--- src/rtl/ccff_pkg.sv ---
// Shared types and helpers for the configuration-chain memory segment.
package ccff_pkg;

    typedef enum logic [1:0] {
        EMPTY   = 2'd0,
        FILLING = 2'd1,
        LOADED  = 2'd2
    } ccff_state_e;

    // Bits needed to count 0..len inclusive.
    function automatic int cnt_width(input int len);
        return (len < 1) ? 1 : $clog2(len + 1);
    endfunction

endpackage

--- src/rtl/ccff_shift_stage.sv ---
// Serial configuration shift stage; the tail is the last register bit, so the
// chain has no combinational path from head to tail.
module ccff_shift_stage #(
    parameter int LEN = 4
) (
    input  logic           prog_clk,
    input  logic           prog_reset,
    input  logic           ccff_head,
    input  logic           shift_en,
    output logic [0:LEN-1] sreg,
    output logic           ccff_tail
);

    always_ff @(posedge prog_clk) begin
        if (prog_reset) begin
            sreg <= '0;
        end else if (shift_en) begin
            sreg[0] <= ccff_head;
            for (int i = 1; i < LEN; i++) begin
                sreg[i] <= sreg[i-1];
            end
        end
    end

    assign ccff_tail = sreg[LEN-1];

endmodule

--- src/rtl/ccff_shadow_mem.sv ---
// Configuration memory segment: serial shift stage plus a shadow register that
// only updates on a validated commit, so the fabric never sees partial loads.
module ccff_shadow_mem
    import ccff_pkg::*;
#(
    parameter int WIDTH     = 4,
    parameter int PARITY_EN = 0
) (
    input  logic             prog_clk,
    input  logic             prog_reset,
    input  logic             ccff_head,
    input  logic             shift_en,
    input  logic             commit,
    output logic             ccff_tail,
    output logic [0:WIDTH-1] mem_out,
    output logic [0:WIDTH-1] mem_outb,
    output logic             loaded,
    output logic             parity_ok,
    output logic             commit_err
);

    localparam int LEN = WIDTH + PARITY_EN;
    localparam int CW  = cnt_width(LEN);
    localparam logic [CW-1:0] CNT_MAX = CW'(LEN);

    logic [0:LEN-1]   sreg;
    logic [CW-1:0]    cnt;
    logic [CW-1:0]    cnt_next;
    ccff_state_e      state;
    logic             accept;
    logic             reject;
    logic [0:WIDTH-1] shadow;
    logic [0:WIDTH-1] shadow_b;

    ccff_shift_stage #(
        .LEN (LEN)
    ) u_shift (
        .prog_clk   (prog_clk),
        .prog_reset (prog_reset),
        .ccff_head  (ccff_head),
        .shift_en   (shift_en),
        .sreg       (sreg),
        .ccff_tail  (ccff_tail)
    );

    generate
        if (PARITY_EN != 0) begin : g_parity
            assign parity_ok = ~(^sreg);
        end else begin : g_no_parity
            assign parity_ok = 1'b1;
        end
    endgenerate

    // The FSM state is fully encoded by the bit counter.
    always_comb begin
        state = FILLING;
        if (cnt == '0) begin
            state = EMPTY;
        end else if (cnt == CNT_MAX) begin
            state = LOADED;
        end
    end

    assign loaded = (state == LOADED);

    // Commit sees the pre-shift chain; a same-cycle shift becomes the first bit
    // of the next load.
    always_comb begin
        accept   = commit && loaded && parity_ok;
        reject   = commit && !accept;
        cnt_next = cnt;
        if (accept) begin
            cnt_next = shift_en ? CW'(1) : '0;
        end else if (shift_en && (cnt != CNT_MAX)) begin
            cnt_next = cnt + 1'b1;
        end
    end

    always_ff @(posedge prog_clk) begin
        if (prog_reset) begin
            cnt        <= '0;
            shadow     <= '0;
            shadow_b   <= '1;
            commit_err <= 1'b0;
        end else begin
            cnt <= cnt_next;
            if (accept) begin
                shadow   <= sreg[0:WIDTH-1];
                shadow_b <= ~sreg[0:WIDTH-1];
            end
            if (reject) begin
                commit_err <= 1'b1;
            end
        end
    end

    assign mem_out  = shadow;
    assign mem_outb = shadow_b;

endmodule
--- config.mk ---
export PLATFORM = sky130hd
export DESIGN_NAME = ccff_shadow_mem
export DESIGN_NICKNAME = d
export VERILOG_FILES = /design/src/rtl/ccff_pkg.sv /design/src/rtl/ccff_shift_stage.sv /design/src/rtl/ccff_shadow_mem.sv
export SDC_FILE = /design/constraint.sdc
export NUM_CORES = 1
export LEC_CHECK = 0
export BUFFER_PORTS_ARGS = -buffer_cell sky130_fd_sc_hd__buf_2
export CORE_MARGIN = 2
export CORE_UTILIZATION = 49
export CTS_BUF_LIST = sky130_fd_sc_hd__clkbuf_16
export DETAILED_ROUTE_END_ITERATION = 10
export PLACE_DENSITY = 0.77
export SLEW_MARGIN = 0
export SYNTH_ARGS = -nofsm -noshare
export SYNTH_HDL_FRONTEND = slang
export SYNTH_SLANG_ARGS = --single-unit
--- constraint.sdc ---
create_clock -name prog_clk -period 1.9 [get_ports prog_clk]
set_clock_uncertainty 0.05 [all_clocks]
set_input_delay 0.38 -clock prog_clk [delete_from_list [all_inputs] [get_ports prog_clk]]
set_output_delay 0.38 -clock prog_clk [all_outputs]
set_load 0.01 [all_outputs]
==> results.json, run 1 <==
{
  "run_status": "completed",
  "yosys.area_share.simple": 0.187,
  "n_fill_cell": 123,
  "r2r_setup_slack_ps": 350,
  "wirelength_um": 1290,
  "worstPathRequired_ps": 1470,
  "cts_root_buffer": "clkbuf_16",
  "io_pins": 17,
  "die_y_um": 40.8,
  "yosys.area_share.adder": 0.0378,
  "antenna_found_initial": 0,
  "slew_viol_final": 0,
  "yosysSeqAreaShare": 0.484,
  "min_period_ps": 1710,
  "synth-compound-area-share": 0.155,
  "synth_cell_type_count": 24,
  "layout.nets": 95,
  "synth_nets": 80,
  "clockPowerShare": 0.504,
  "combPwrFrac": 0.058,
  "grt_first_pass_wirelength_um": 1950,
  "max_clock_freq_mhz": 585,
  "cts_resized": 0,
  "place_ws_ps": 348,
  "initial_core_util": 0.515,
  "seq_area_sq_um": 320,
  "syn_inst": 73,
  "cts_sinks": 16,
  "routabilityCongestion": 0.747,
  "synth_seq_cells": 16,
  "synth_top_family_by_area": "simple AND/OR/NAND/NOR gates",
  "ctsHtreeMaxLevel": 1,
  "vias": 536,
  "multiInputGateArea_sq_um": 295,
  "numCtsBuffers": 3,
  "overflow": 0,
  "drive_gt1_frac": 0.241,
  "synth_mux_area_frac": 0.0605,
  "switching_share": 0.198,
  "rsz0062_at_grt": "no",
  "cp-end-kind": "output pin",
  "via_per_inst": 5.25,
  "final_cell_mix": "16 x dfxtp_1, 15 x buf_2, 9 x nand2_1",
  "drt_iter0_markers": 4,
  "clk-insertion-delay-late_ps": 240,
  "layout_commonest_cell": "dfxtp_1",
  "grt_max_degree": 17,
  "period_share": 0.900,
  "ys_warn_count": 0,
  "ir_worst_vdd_uv": 498,
  "cts.clk_slew.worst_paths_ps": 50,
  "io_buffers": 15,
  "critPathKind": "flip-flop to output pin",
  "die-area_sq_mm": 0.00166,
  "groute.usage.overall": 0.186,
  "drtAntennaViolNets": 0,
  "post-cts-setup-buffers": 0,
  "crit_fanout": 8,
  "place_hpwl_um": 834,
  "clockBufferDepth": 2,
  "rows": 13,
  "core_area_sq_mm": 0.00128,
  "hold_viol": 0,
  "worst_ep_arrival_time_ps": 1280,
  "syn_area_sq_um": 662,
  "total_power_mw": 0.801,
  "setup_slack_ps": 191,
  "syn_area_per_cell_sq_um": 9.07,
  "power_leakage_nw": 0.352,
  "die_w_um": 40.8,
  "internal-power_mw": 0.642,
  "cp-start-kind": "flip-flop",
  "cts_tree": "built",
  "fin_setup_tns_ps": 0,
  "drc": 0,
  "first_pass_iters": 4,
  "setup_viol": 0,
  "power_frac_seq": 0.438,
  "cap_violations": 0,
  "wire_per_inst_um": 12.7,
  "cts_hold_buf": 0,
  "power_switching_mw": 0.159,
  "synth_xor_area_frac": 0,
  "min_path_type": "input port to flip-flop",
  "first_global_vias": 442,
  "diodes": 0,
  "area_delta_synth_final_pct": 20.8,
  "power_density_mw_per_mm2": 1000
}
==> registers in the layout (all words and copies together), names as in the netlist <==
name and flops:
commit_err 1, mem_out 4, mem_outb 4, u_shift.sreg 4, cnt 3
==> area by class of cell <==
class                           instances  share of cell area
Inverter                                3              0.0141
Timing Repair Buffer                   15              0.0939
Clock buffer                            3              0.0939
Multi-Input combinational cell         49               0.369
Sequential cell                        16               0.401
Tap cell                               15              0.0235
Clock inverter                          1             0.00469
==> power groups by stage <==
stage	Clock (mW)	Sequential (mW)	Combinational (mW)
2_1_floorplan	0	0.356	0.0391
3_3_place_gp	0	0.356	0.0451
3_5_place_dp	0	0.357	0.0459
4_1_cts	0.406	0.351	0.0467
5_1_grt	0.422	0.352	0.0531
6_report	0.403	0.351	0.0466
==> logic make-up (layout without fill, tap and decap cells) <==
logic type               after synthesis  in the layout
buffers and inverters                  8             22
multiplexers                           4              4
adder cells (fa/ha/maj)                2              2
other                                  1              1
flip-flops                            16             16
AO/OA/AOI/OAI                         16             16
AND/OR/NAND/NOR                       26             26
==> Yosys cell counts <==
library cell  number  area share
nand4_1            2       0.019
a21boi_0           1       0.011
buf_4              2       0.023
inv_1              3       0.017
and3_1             1      0.0095
and3_4             1       0.017
or2_2              1      0.0095
nand2_1            9       0.051
a2111oi_2          1       0.023
dfxtp_1           16        0.48
mux2i_1            4       0.060
ha_1               2       0.038
or3_1              1      0.0095
nor2_1             8       0.045
nand2b_1           2       0.019
clkbuf_1           1      0.0057
a21oi_1            7       0.053
o211ai_1           1       0.011
a211o_1            2       0.026
conb_1             1      0.0057
buf_6              1       0.017
nand3_1            1      0.0076
o21ai_0            4       0.030
buf_2              1      0.0076
==> worst max-delay path: stages, from the launching register on <==
cell	delay, ps
dfxtp_1	320
inv_1	90
ha_1	290
nand2_1	150
inv_1	70
buf_2	120
==> layer usage <==
metal	part of all wire	wire length [um]	GRT usage
met5	0	0	0
met4	0.016	21	0.0750
met3	0.060	78	0.0652
met2	0.47	607	0.313
met1	0.45	584	0.213
==> worst paths after layout <==
kind / cells past startpoint / to / from
worst max-delay path: 5 / loaded / cnt[0]
worst min register to register: 2 / mem_out[0] / mem_out[0]
worst min-delay path: 3 / u_shift.sreg[0] / ccff_head
worst max register to register: 5 / cnt[1] / cnt[0]
==> per-stage QoR <==
step	instance area (sq um)	std cells	utilization	hold WS (ps)
4_1_cts	800	102	0.622	324
3_3_place_gp	721	98	0.561	391
2_1_floorplan	662	73	-	399
3_5_place_dp	721	98	0.561	396
6_report	800	102	0.622	318
5_1_grt	800	102	0.622	351
No activity file was read; power rests on OpenSTA's default activity.
==> run 2: changes to the inputs <==
--- a/constraint.sdc
+++ b/constraint.sdc
@@ -4,2 +4,2 @@
 set_output_delay 0.38 -clock prog_clk [all_outputs]
-set_load 0.01 [all_outputs]
+set_load 0.05 [all_outputs]
==> results.json, run 2 (same netlist as run 1, synthesis figures left out) <==
{
  "first_pass_iters": 4,
  "timing.rr.end": "mem_outb[3]",
  "io_buffers": 15,
  "area_delta_synth_final_pct": 21.2,
  "cp-start-kind": "flip-flop",
  "hold_start": "ccff_head",
  "fin_setup_tns_ps": 0,
  "dpl.cell_count": 98,
  "r2r_setup_slack_ps": 380,
  "die_w_um": 40.8,
  "hold_viol": 0,
  "overflow": 0,
  "drc": 0,
  "cp_slowest_cell": "dfxtp_1",
  "drt_iter0_markers": 8,
  "layout.nets": 95,
  "groute.usage.overall": 0.200,
  "period_share": 0.927,
  "via_per_inst": 5.22,
  "clk-insertion-delay-late_ps": 250,
  "clockBufferDepth": 2,
  "design_area_sq_um": 802,
  "wire_per_inst_um": 12.2,
  "holdPathStages": 3,
  "rr_startpoint": "cnt[0]",
  "rows": 13,
  "timing.critical_path.buf_inv": 3,
  "first_global_vias": 433,
  "cts.clk_slew.worst_paths_ps": 50,
  "ctsHtreeMaxLevel": 1,
  "rr_worst_depth": 4,
  "stdcell_count": 102,
  "grt_first_pass_wirelength_um": 1930,
  "min_period_ps": 1760,
  "max_clock_freq_mhz": 568,
  "cp-end-kind": "output pin",
  "run_status": "completed",
  "whs_endpoint": "u_shift.sreg[0]",
  "cts_sinks": 16,
  "grt_max_degree": 17,
  "vias": 532,
  "wirelength_um": 1250,
  "crit_family": "buffers and inverters",
  "crit_start": "cnt[0]",
  "rsz0062_at_grt": "no",
  "setup_viol": 0,
  "power_leakage_nw": 0.351,
  "slowest_delay_ps": 320,
  "ir_worst_vdd_uv": 796,
  "layout_commonest_cell": "dfxtp_1",
  "drive_gt1_frac": 0.253,
  "die-area_sq_mm": 0.00166,
  "core_area_sq_mm": 0.00128,
  "initial_core_util": 0.515,
  "final_cell_mix": "16 x dfxtp_1, 15 x buf_2, 9 x nand2_1",
  "path_cells": "inv_1 -> ha_2 -> nand2_1 -> inv_1 -> buf_2",
  "die_y_um": 40.8,
  "worst_ep_arrival_time_ps": 1330,
  "n_fill_cell": 117,
  "io_pins": 17,
  "cts_tree": "built",
  "power_density_mw_per_mm2": 1010,
  "slew_viol_final": 0,
  "min_path_type": "input port to flip-flop",
  "crit_top_cell": "inv_1",
  "diodes": 0,
  "worstPathRequired_ps": 1470,
  "antenna_found_initial": 0,
  "dpl_cell_area_sq_um": 721,
  "cts_root_buffer": "clkbuf_16",
  "crit_fanout": 8,
  "numCtsBuffers": 3,
  "critPathKind": "flip-flop to output pin",
  "routabilityCongestion": 0.697,
  "drtAntennaViolNets": 0,
  "place_hpwl_um": 885,
  "cap_violations": 0
}
==> run 2: final cells by class <==
class                           count  area (sq um)  area share
Clock buffer                        3          75.1      0.0936
Clock inverter                      1          3.75     0.00468
Inverter                            3          11.3      0.0140
Multi-Input combinational cell     49           298       0.371
Sequential cell                    16           320       0.399
Tap cell                           15          18.8      0.0234
Timing Repair Buffer               15          75.1      0.0936
==> run 2: through the flow <==
step / power [mW] / utilization / setup slack [ps] / hold WS (ps)
final: 0.810 / 0.624 / 140 / 320
after global routing: 0.843 / 0.624 / 50.6 / 345
after CTS: 0.818 / 0.622 / 80.8 / 322
after detailed placement: 0.413 / 0.561 / 306 / 395
after global placement: 0.412 / 0.561 / 381 / 390
after floorplan: 0.406 / - / 433 / 399
==> run 2: worst max-delay path by stage <==
| stage | endpoint | slack (ps) | depth (start not counted) |
|---|---|---|---|
| after detailed placement | mem_outb[3] | 310 | 4 |
| after CTS | loaded | 80 | 5 |
| final | loaded | 140 | 5 |
| after global placement | loaded | 380 | 5 |
| after global routing | loaded | 50 | 5 |
| after floorplan | loaded | 430 | 5 |
==> run 2: timing repair <==
item / 4_1_cts / 5_1_grt
resized for setup: 0 / 1
buffers inserted: 0 / 0
hold buffers: 0 / 0
setup endpoints to repair: 0 / 1
==> run 2: power by group <==
group / switching [mW] / internal [mW] / total (mW) / leakage (nW)
combinational: 0.0384 / 0.0192 / 0.0576 / 0.183
sequential: 0.00586 / 0.345 / 0.351 / 0.130
clock: 0.124 / 0.278 / 0.402 / 0.0385
total: 0.168 / 0.642 / 0.810 / 0.351
==> run 2: metal layers <==
layer,part of all wire,GRT usage,vias up
li1,-,-,273
met1,0.45,0.229,241
met2,0.47,0.282,14
met3,0.052,0.0978,4
met4,0.028,0.150,0
met5,0,0,-
==> run 2: worst min-delay path: stages <==
cell	delay (ps)
buf_2	70
mux2i_1	60
nor2_1	70
==> run 3: changes to the inputs <==
SYNTH_HIERARCHICAL = 1   (was unset)
==> results.json, run 3 <==
{
  "power_leakage_nw": 0.354,
  "synth_ff_type": "dfxtp_1",
  "n_fill_cell": 119,
  "post-cts-setup-buffers": 0,
  "max_clock_freq_mhz": 558,
  "clockBufferDepth": 2,
  "antenna_found_initial": 0,
  "place_hpwl_um": 872,
  "first_global_vias": 420,
  "finish.utilization": 0.621,
  "core_area_sq_mm": 0.00128,
  "io_buffers": 15,
  "die_y_um": 41.0,
  "rows": 13,
  "syn_inst": 74,
  "ys_top_cells_by_area": "dfxtp_1 48%, mux2i_1 7.5%, a21oi_1 6.0%",
  "yosysSeqAreaShare": 0.479,
  "worstPathRequired_ps": 1470,
  "drtAntennaViolNets": 0,
  "diodes": 0,
  "synth_seq_cells": 16,
  "via_per_inst": 5.28,
  "final_cell_mix": "16 x dfxtp_1, 15 x buf_2, 9 x nand2_1",
  "ir_worst_vdd_uv": 705,
  "layout_commonest_cell": "dfxtp_1",
  "clk-insertion-delay-late_ps": 240,
  "cts_resized": 0,
  "synth_cell_type_count": 21,
  "ys_warn_count": 6,
  "critPathKind": "flip-flop to output pin",
  "min_path_type": "input port to flip-flop",
  "routabilityCongestion": 0.666,
  "yosysTopAreaCellShare": 0.479,
  "fin_setup_tns_ps": 0,
  "cts.clk_slew.worst_paths_ps": 50,
  "ctsHtreeMaxLevel": 1,
  "run_status": "completed",
  "die_w_um": 41.0,
  "wirelength_um": 1270,
  "drc": 0,
  "overflow": 0,
  "grt_first_pass_wirelength_um": 1860,
  "cp-end-kind": "output pin",
  "io_pins": 17,
  "whs_endpoint": "u_shift/sreg[0]",
  "drive_gt1_frac": 0.230,
  "rsz0062_at_grt": "no",
  "cts_tree": "built",
  "wire_per_inst_um": 12.4,
  "first_pass_iters": 4,
  "synth_nets": 81,
  "synth_most_common_cell": "dfxtp_1",
  "hold_viol": 0,
  "synthTopCellsByCount": "16 x dfxtp_1, 9 x nand2_1, 8 x a21oi_1, 7 x nor2_1, 5 x mux2i_1",
  "power_density_mw_per_mm2": 1020,
  "period_share": 0.943,
  "synth_edf_count": 0,
  "worst_ep_arrival_time_ps": 1360,
  "multiInputGateArea_sq_um": 294,
  "cts_hold_buf": 0,
  "initial_core_util": 0.521,
  "r2r_setup_slack_ps": 440,
  "vias": 539,
  "synth_async_sr_flop_share": 0,
  "cts_root_buffer": "clkbuf_16",
  "cap_violations": 0,
  "seq_area_sq_um": 320,
  "syn_area_per_cell_sq_um": 9.05,
  "die-area_sq_mm": 0.00168,
  "min_period_ps": 1790,
  "crit_fanout": 8,
  "area_delta_synth_final_pct": 19.3,
  "syn_area_sq_um": 669,
  "layout.nets": 95,
  "rr_worst_depth": 4,
  "timing.rr.end": "mem_outb[1]",
  "holdPathStages": 3,
  "hold_start": "ccff_head",
  "yosys.area.top_type": "dfxtp_1",
  "slew_viol_final": 0,
  "groute.usage.overall": 0.179,
  "rr_startpoint": "cnt[0]",
  "drt_iter0_markers": 6,
  "numCtsBuffers": 3,
  "grt_max_degree": 18,
  "setup_viol": 0,
  "cp-start-kind": "flip-flop",
  "cts_sinks": 16
}
-- run 3: how the worst max path moves through the flow --
stage                 from  endpoint  slack (ps)  cells after the start
global placement    cnt[0]    loaded         390                      5
detailed placement  cnt[0]    loaded         320                      5
global route        cnt[0]    loaded           5                      5
CTS                 cnt[0]    loaded          50                      5
floorplan           cnt[0]    cnt[0]         410                      7
finish              cnt[0]    loaded         110                      5
-- run 3: cell type report --
type,instances,share of cell area
Clock inverter,1,0.00470
Clock buffer,3,0.0940
Timing Repair Buffer,15,0.0940
Tap cell,15,0.0235
Sequential cell,16,0.401
Inverter,3,0.0141
Multi-Input combinational cell,49,0.368
-- run 3: logic make-up (layout without fill, tap and decap cells) --
group           after synthesis  after routing  synth area share
simple gates                 25             25             0.172
compound gates               16             16             0.146
flops                        16             16             0.479
buf+inv                       9             22            0.0860
mux                           5              5            0.0748
fa+ha+maj                     2              2            0.0374
other cells                   1              1           0.00560
-- run 3: power breakdown --
part	internal (mW)	switching [mW]
Sequential	0.344	0.00625
Clock	0.279	0.129
Combinational	0.0192	0.0372
-- run 3: per-stage QoR --
| step | total power, mW | hold slack (ps) | setup WS [ps] | instances | area, sq um |
|---|---|---|---|---|---|
| 2_1_floorplan | 0.404 | 402 | 406 | 74 | 669 |
| 3_5_place_dp | 0.412 | 394 | 319 | 98 | 717 |
| 6_report | 0.815 | 325 | 107 | 102 | 798 |
| 3_3_place_gp | 0.411 | 390 | 388 | 98 | 717 |
| 4_1_cts | 0.822 | 325 | 50.8 | 102 | 796 |
| 5_1_grt | 0.843 | 332 | 4.51 | 102 | 798 |
-- run 3: critical path, cell delays in order (launching register included) --
cell and delay, ps:
dfxtp_1 320, inv_1 90, ha_2 250, nand2_1 130, inv_1 70, buf_2 250
-- run 3: per-layer routing --
| metal | track usage | wire (um) | part of all wire |
|---|---|---|---|
| met3 | 0.0815 | 98 | 0.077 |
| met1 | 0.199 | 581 | 0.46 |
| met2 | 0.293 | 578 | 0.46 |
| met5 | 0 | 0 | 0 |
| met4 | 0.0750 | 6 | 0.0047 |
